==> config.mk <==
export PLATFORM = sky130hd
export DESIGN_NAME = aes_round_sequencer
export DESIGN_NICKNAME = d
export VERILOG_FILES = /design/src/rtl/aes_round_sequencer.sv
export SDC_FILE = /design/constraint.sdc
export NUM_CORES = 1
export LEC_CHECK = 0
export CAP_MARGIN = 20
export CORE_MARGIN = 5
export CORE_UTILIZATION = 45
export DETAILED_ROUTE_END_ITERATION = 7
export GPL_TIMING_DRIVEN = 0
export PLACE_DENSITY = 0.77
export SETUP_SLACK_MARGIN = 0.15
export SYNTH_ARGS = -nofsm -noshare
export SYNTH_HDL_FRONTEND = slang
export SYNTH_SLANG_ARGS = --single-unit
==> constraint.sdc <==
create_clock -name clk_i -period 8.39 [get_ports clk_i]
set_input_delay 2.517 -clock clk_i [delete_from_list [all_inputs] [get_ports clk_i]]
set_output_delay 2.517 -clock clk_i [all_outputs]
set_load 0.01 [all_outputs]
==> src/rtl/aes_round_sequencer.sv <==
// ---------------------------------------------------------------------------
// aes_round_sequencer
//
// Sequences the AES-128 round datapath for the 16-bit CPU.
//
// The CPU writes a 128-bit state and a 128-bit key as 16-bit words and then
// pulses start. This block applies the initial AddRoundKey itself. It then
// hands each round to an external round unit over a req/ack handshake.
//
//   Encrypt : INIT (state ^= K0), then rounds 1..10 with op 0.
//   Decrypt : KEXP (forward key steps 1..10 with op 2, which leaves K10 in
//             the key register), then INIT (state ^= K10), then inverse
//             rounds 10..1 with op 1.
//
// The result is held in its own register, so CPU loads always see the last
// completed block.
//
// Ports
//   clk_i        clock
//   reset        synchronous, active-high reset
//   wr_en_i      CPU word write strobe (honoured only while idle)
//   wr_addr_i    0-7 state words, 8-15 key words; word 0 is bits [127:112]
//   wr_data_i    write data
//   start_i      launch an operation (sampled only while idle)
//   decrypt_i    mode, sampled with start_i (0 encrypt, 1 decrypt)
//   busy_o       operation in progress
//   done_o       one-cycle completion pulse
//   rd_addr_i    result word select; word 0 is bits [127:112]
//   rd_data_o    result word (combinational from the result register)
//   rnd_req_o    round request to the datapath
//   rnd_op_o     0 enc round, 1 dec round, 2 forward key step
//   rnd_idx_o    round number 1..10 (enc/key) or 10..1 (dec)
//   rnd_final_o  last round of the pass (no (Inv)MixColumns)
//   rnd_state_o  current state presented to the round unit
//   rnd_key_o    current round key presented to the round unit
//   rnd_ack_i    round unit result valid
//   rnd_state_i  next state from the round unit
//   rnd_key_i    next round key (forward for op 0/2, previous for op 1)
// ---------------------------------------------------------------------------
module aes_round_sequencer #(
    parameter int NUM_ROUNDS = 10,
    parameter int DW         = 16
) (
    input  logic          clk_i,
    input  logic          reset,
    input  logic          wr_en_i,
    input  logic [3:0]    wr_addr_i,
    input  logic [DW-1:0] wr_data_i,
    input  logic          start_i,
    input  logic          decrypt_i,
    output logic          busy_o,
    output logic          done_o,
    input  logic [2:0]    rd_addr_i,
    output logic [DW-1:0] rd_data_o,
    output logic          rnd_req_o,
    output logic [1:0]    rnd_op_o,
    output logic [3:0]    rnd_idx_o,
    output logic          rnd_final_o,
    output logic [127:0]  rnd_state_o,
    output logic [127:0]  rnd_key_o,
    input  logic          rnd_ack_i,
    input  logic [127:0]  rnd_state_i,
    input  logic [127:0]  rnd_key_i
);

    localparam int         NW       = 128 / DW;
    localparam logic [3:0] LAST_IDX = 4'(NUM_ROUNDS);
    localparam logic [1:0] OP_ENC   = 2'd0;
    localparam logic [1:0] OP_DEC   = 2'd1;
    localparam logic [1:0] OP_KEY   = 2'd2;

    typedef enum logic [2:0] {
        S_IDLE,
        S_KEXP,
        S_INIT,
        S_ROUND,
        S_DONE
    } state_t;

    state_t       fsm;
    logic         dec_mode;
    logic [127:0] state_reg;
    logic [127:0] key_reg;
    logic [127:0] result_reg;

    assign rnd_state_o = state_reg;
    assign rnd_key_o   = key_reg;

    // Sequencer FSM. Every handshake output is registered. This keeps req,
    // op, idx and final stable while the round unit takes its time to ack.
    // The result register is loaded on the final ack. That way the result is
    // already readable during the done_o pulse.
    always_ff @(posedge clk_i) begin
        if (reset) begin
            fsm         <= S_IDLE;
            dec_mode    <= 1'b0;
            state_reg   <= '0;
            key_reg     <= '0;
            result_reg  <= '0;
            busy_o      <= 1'b0;
            done_o      <= 1'b0;
            rnd_req_o   <= 1'b0;
            rnd_op_o    <= OP_ENC;
            rnd_idx_o   <= 4'd0;
            rnd_final_o <= 1'b0;
        end else begin
            done_o <= 1'b0;
            case (fsm)
                S_IDLE: begin
                    // A write in the start cycle lands before the INIT/KEXP
                    // cycle reads the buffers, so the new word is used.
                    if (wr_en_i) begin
                        for (int w = 0; w < NW; w++) begin
                            if (wr_addr_i[2:0] == w[2:0]) begin
                                if (wr_addr_i[3])
                                    key_reg[127-DW*w -: DW] <= wr_data_i;
                                else
                                    state_reg[127-DW*w -: DW] <= wr_data_i;
                            end
                        end
                    end
                    if (start_i) begin
                        busy_o   <= 1'b1;
                        dec_mode <= decrypt_i;
                        if (decrypt_i) begin
                            fsm         <= S_KEXP;
                            rnd_req_o   <= 1'b1;
                            rnd_op_o    <= OP_KEY;
                            rnd_idx_o   <= 4'd1;
                            rnd_final_o <= 1'b0;
                        end else begin
                            fsm <= S_INIT;
                        end
                    end
                end

                S_KEXP: begin
                    // Only the key advances; the state waits for INIT.
                    if (rnd_ack_i) begin
                        key_reg <= rnd_key_i;
                        if (rnd_idx_o == LAST_IDX) begin
                            fsm       <= S_INIT;
                            rnd_req_o <= 1'b0;
                        end else begin
                            rnd_idx_o <= rnd_idx_o + 4'd1;
                        end
                    end
                end

                S_INIT: begin
                    // The key register holds K0 (encrypt) or K10 (decrypt).
                    state_reg <= state_reg ^ key_reg;
                    fsm       <= S_ROUND;
                    rnd_req_o <= 1'b1;
                    rnd_op_o  <= dec_mode ? OP_DEC : OP_ENC;
                    rnd_idx_o <= dec_mode ? LAST_IDX : 4'd1;
                    rnd_final_o <= (LAST_IDX == 4'd1);
                end

                S_ROUND: begin
                    if (rnd_ack_i) begin
                        state_reg <= rnd_state_i;
                        key_reg   <= rnd_key_i;
                        if (rnd_final_o) begin
                            fsm         <= S_DONE;
                            rnd_req_o   <= 1'b0;
                            rnd_final_o <= 1'b0;
                            busy_o      <= 1'b0;
                            done_o      <= 1'b1;
                            result_reg  <= rnd_state_i;
                        end else if (dec_mode) begin
                            rnd_idx_o   <= rnd_idx_o - 4'd1;
                            rnd_final_o <= (rnd_idx_o == 4'd2);
                        end else begin
                            rnd_idx_o   <= rnd_idx_o + 4'd1;
                            rnd_final_o <= ((rnd_idx_o + 4'd1) == LAST_IDX);
                        end
                    end
                end

                S_DONE: begin
                    fsm <= S_IDLE;
                end

                default: begin
                    fsm <= S_IDLE;
                end
            endcase
        end
    end

    // CPU read port: select one word of the last completed result.
    always_comb begin
        rd_data_o = '0;
        for (int w = 0; w < NW; w++) begin
            if (rd_addr_i == w[2:0])
                rd_data_o = result_reg[127-DW*w -: DW];
        end
    end

endmodule

**Yosys cells after proc, flatten, opt, wreduce, memory -nomap -nowiden**

Cells that the tools add are included.

- Word-level logic and storage cells: 172
- Register bits: 398

- $add $sub $neg: 2
- Reduce and logical (&&, ||, !) cells: 34
- Eq/ne operators: 40
- Multiplexer cells: 68
- Bitwise logic cells: 3

Operator list:

| cell | number |
|---|---|
| $mux 128 | 4 |
| $mux 16 | 26 |
| $pmux 128 s3 | 1 |
| $pmux 128 s2 | 1 |
| $xor 128x128->128 | 1 |
| $reduce_and 5->1 | 17 |
| $ne 2x2->1 const B | 19 |
| $mux 4 | 8 |
| $eq 3x3->1 const B | 8 |
| $eq 3x2->1 const B | 6 |
| $pmux 4 s4 | 1 |
| $mux 3 | 5 |
| $mux 1 | 14 |
| $reduce_and 7->1 | 2 |
| $pmux 3 s4 | 1 |
| $eq 3x1->1 const B | 3 |
| $logic_not 3->1 | 3 |
| $eq 4x4->1 const B | 2 |
| $reduce_and 4->1 | 2 |
| $mux 2 | 3 |
| $reduce_and 3->1 | 2 |
| $reduce_bool 2->1 | 3 |
| $add 4x1->4 const B | 1 |
| $eq 4x2->1 const B | 1 |
| 12 further kinds | 13 |

**Longest topological paths before layout**

Gate-level depths: netlist (run 1).

- Depth in word-level cells: 9
- Gate-level depth with buffers: 8

**Worst setup path after synthesis (run 1)**

Ideal clock, no wire load.

- Kind: input to output
- Start: in rd_addr_i[0]
- End: out rd_data_o[10]
- Stages: 6
- Arrival time: 3885 ps
- Path slack: 1988 ps
- Path through: clkbuf_1 > nor2b_1 > clkbuf_1 > a22oi_1 > o221a_2 > a21oi_1

- Word-level cells in the longest chain between the ends: 9
- Elaborated cells on any way between the ends: 16

Ends and longest elaborated chain:

| element | RTL line | source |
|---|---|---|
| start, declared | 53 | `input logic [2:0] rd_addr_i,` |
| $logic_not 3->1 | 196 | `if (rd_addr_i == w[2:0])` |
| $mux 16 (7 in a row) | 196 |  |
| $mux 16 (*) | 196 |  |
| end, declared | 54 | `output logic [DW-1:0] rd_data_o,` |

Every way passes the cells marked *; elsewhere a longest branch is shown, timed or not.

**Worst setup path in the final report (run 1)**

- Start: in rd_addr_i[1]
- End: out rd_data_o[6]

The elaborated chain is that of the path after synthesis.

==> impl_metrics.py, run 1 <==
metrics = {
    "logic_synthesis": {
        "yosys_register_bits": 398,
        "synth-edff-count": 0,
        "syn_avg_cell_area_um2": 8.023,
        "netlist_area_um2": 19940,
        "synth_cell_type_count": 64,
        "synth_ff_type": "dfxtp_1",
        "synth-seq-area-share_pct": 39.96,
        "yosys_warnings": 0,
        "ys_async_sr_fraction_pct": 0,
        "synthesis.nets": 2774,
        "synthCells": 2485,
    },
    "pwr": {
        "intPower_mw": 4.285,
        "ir_drop_mv": 0.1666,
        "p_total_mw": 6.741,
        "clock_power_share_pct": 32.1,
        "pwr-share-seq_pct": 34.8,
        "p_leak_nw": 10.04,
        "switchingPower_mw": 2.456,
        "combPwrFrac_pct": 33.0,
        "powerDensity_nw_per_um2": 239.0,
        "switching_share_pct": 36.43,
    },
    "min_path": {
        "min_path_cells": 2,
        "hold_path.class": "register to register",
        "min_from": "result_reg[38]$_SDFFE_PP0P_",
        "worstHoldEndpoint": "result_reg[38]$_SDFFE_PP0P_",
    },
    "flow_run": {
        "maxCapViolCount": 0,
    },
    "setup_path": {
        "cpPeakStageDelay_ps": 580,
        "worstSetupPathType": "input pin to output port",
        "reg2reg_slack_ps": 5520,
        "ff2ff_path_depth": 8,
        "endpoint_kind": "output port",
        "worstReg2RegEnd": "rnd_key_o[58]$_SDFFE_PP0P_",
        "critPathMaxFanout": 10,
        "crit_slowest_cell": "clkdlybuf4s50_1",
        "cp_top_family": "buffers and inverters",
        "critPathLaunchType": "input pin",
        "critPathBufInv": 4,
        "crit_required_ps": 5870,
        "path_cells": "clkdlybuf4s50_1 -> clkbuf_1 -> clkbuf_1 -> a221oi_1 -> o221a_2 -> a21oi_1 -> clkdlybuf4s50_1",
        "worstPathArrival_ps": 5330,
        "timing.rr.start": "fsm[0]$_SDFFE_PP0P_",
    },
    "cts": {
        "holdBufCountCts": 0,
        "cts_max_level": 2,
        "clkLatencyLatePin_ps": 590,
        "cts_sinks": 398,
        "cts_tree": "built",
        "cts.repair.resized": 0,
        "clkTransAtPathRegs_ps": 60,
        "clockBufferDepth": 3,
        "root_buffer": "clkbuf_16",
        "postCtsSetupBuffers": 0,
        "cts_made_buffers": 45,
    },
    "global_route": {
        "grt_max_degree": 15,
        "grt_pass1_wl_um": 157100,
        "grt_antenna_before_repair": 12,
        "overflow": 0,
        "grt_use_total_pct": 44.67,
        "grt_pass1_vias": 22370,
    },
    "final_layout": {
        "finalNetCount": 3403,
        "layout_common_cells": "clkdlybuf4s50_1 (563), a21oi_1 (405), dfxtp_1 (398), nand2_1 (272), nor2_1 (266)",
        "final_cells": 3747,
        "layout_commonest_cell": "clkdlybuf4s50_1",
        "syn_to_final_growth_pct": 41.46,
        "layout-drive-gt1-share_pct": 7.656,
    },
    "drt": {
        "drt_wl_total_um": 114900,
        "via_per_inst": 6.383,
        "dr.pass1.iters": 7,
        "routedWlPerCell_um": 30.66,
        "vias": 23920,
        "drc": 0,
        "ant_nets": 0,
        "dr.first_iter.drc_count": 3628,
    },
    "sta": {
        "holdWs_ps": 460.4,
        "tightest_slew_ps": 1346,
        "fin_worst_skew_ps": 10.63,
        "finalCriticalPeriod_ps": 7844,
        "fmaxAchievable_ghz": 0.1275,
        "finalMaxSlewViolations": 0,
        "setup_violations": 0,
        "rsz0062_at_grt": "false",
        "tns_ps": 0,
        "fin_crit_sh_pct": 93.49,
        "hold_viol_final": 0,
        "slew_headroom_pct": 10.29,
    },
    "floorplan": {
        "die_y_um": 220.5,
        "core_area_um2": 44030,
        "die_x_um": 220.5,
        "ios": 567,
        "start_util_pct": 45.28,
        "rows": 77,
        "die_area_um2": 48620,
    },
    "place": {
        "dp.cells": 3650,
        "place_hpwl_um": 89130,
        "io_buffers": 563,
        "gp_congestion": 1.072,
    },
    "run_status": {
        "status": "completed",
    },
}
-- logic make-up (layout without fill, tap and decap cells) --
logic type	Yosys count	after routing	share of synthesized area [%]
buffers and inverters	255	918	6.094
muxes	29	29	1.544
and+or+nand+nor	889	889	22.18
AOI/OAI and AO/OA	909	909	29.92
DFF	398	398	39.96
other	0	7	0
xor gates and xnor gates	1	1	0.04394
adders and majority gates	4	4	0.2510
-- per-stage QoR --
step                      cell area, um^2  utilization, %  setup WS [ps]
final                               28200           64.06          546.0
after floorplan                     19940               -           1988
after detailed placement            26480           60.14          621.6
after global routing                28190           64.04          407.9
after global placement              26310           59.77          581.5
after CTS                           28070           63.76          617.0
-- final cells by class --
cell class | instances | area [um^2]
Fill cell | 3755 | 15820
Sequential cell | 398 | 7968
Buffer | 244 | 1174
Timing Repair Buffer | 582 | 5914
Antenna cell | 7 | 17.52
Clock inverter | 18 | 267.8
Tap cell | 592 | 740.7
Multi-Input combinational cell | 1832 | 10760
Inverter | 11 | 41.29
Clock buffer | 63 | 1326
-- cell usage after synthesis, types with 4 or more instances --
| library cell | number | share of area [%] |
|---|---|---|
| o221a_2 | 14 | 0.79 |
| a221oi_1 | 29 | 1.3 |
| a21oi_1 | 405 | 10 |
| buf_4 | 12 | 0.45 |
| nor3b_1 | 131 | 4.9 |
| a211oi_1 | 107 | 4.0 |
| o31ai_1 | 131 | 4.9 |
| mux2_2 | 14 | 0.79 |
| and2_1 | 145 | 4.5 |
| nand2_1 | 272 | 5.1 |
| buf_1 | 30 | 0.56 |
| nand2b_1 | 8 | 0.25 |
| nand3_1 | 5 | 0.13 |
| a22oi_1 | 14 | 0.53 |
| a211oi_2 | 22 | 1.4 |
| nor2b_1 | 26 | 0.82 |
| o32ai_4 | 4 | 0.55 |
| nor3_1 | 8 | 0.20 |
| dfxtp_1 | 398 | 40 |
| clkbuf_1 | 134 | 2.5 |
| mux2i_1 | 15 | 0.75 |
| a221oi_4 | 8 | 1.1 |
| a32oi_1 | 7 | 0.31 |
| nor2_1 | 266 | 5.0 |
| a32o_1 | 5 | 0.25 |
| buf_2 | 48 | 1.2 |
| o211ai_1 | 5 | 0.19 |
| o21ai_1 | 21 | 0.53 |
| buf_6 | 19 | 1.1 |
| inv_1 | 11 | 0.21 |
| ha_1 | 4 | 0.25 |
| o21ai_0 | 112 | 2.8 |
-- power by group through the flow --
| stage | sequential, mW | combinational, mW | clock, mW |
|---|---|---|---|
| finish | 2.35 | 2.23 | 2.17 |
| global route | 2.35 | 2.30 | 2.23 |
| CTS | 2.33 | 2.14 | 2.16 |
| detailed placement | 2.37 | 2.12 | 0 |
| global placement | 2.36 | 2.07 | 0 |
| floorplan | 2.35 | 0.939 | 0 |
-- layer usage --
layer | vias to the layer above | global-route usage (%) | wire [um]
met4 | 8 | 37.61 | 12080
met5 | - | 0 | 57
li1 | 10160 | - | -
met1 | 11280 | 51.19 | 39630
met2 | 1911 | 67.74 | 48720
met3 | 564 | 14.22 | 14400
-- tightest hold or removal path: stages (launching register included) --
cell and delay, ps:
dfxtp_1 310, nand2_1 50, a21oi_1 50
-- worst max-delay path by stage --
stage / startpoint / endpoint / slack (ps) / depth (start not counted)
after global placement: rd_addr_i[1] / rd_data_o[3] / 580 / 8
after CTS: rd_addr_i[1] / rd_data_o[3] / 620 / 8
after detailed placement: rd_addr_i[1] / rd_data_o[3] / 620 / 8
after floorplan: rd_addr_i[0] / rd_data_o[10] / 1990 / 6
after global routing: rd_addr_i[1] / rd_data_o[6] / 410 / 8
final: rd_addr_i[1] / rd_data_o[6] / 550 / 7
(Power assumes the default switching activity.)
==> run 2: changes to the inputs <==
- HOLD_SLACK_MARGIN: unset -> 0.15
==> results of run 2 <==
Same layout as run 1: the final DEF is identical, and so are final timing and power.
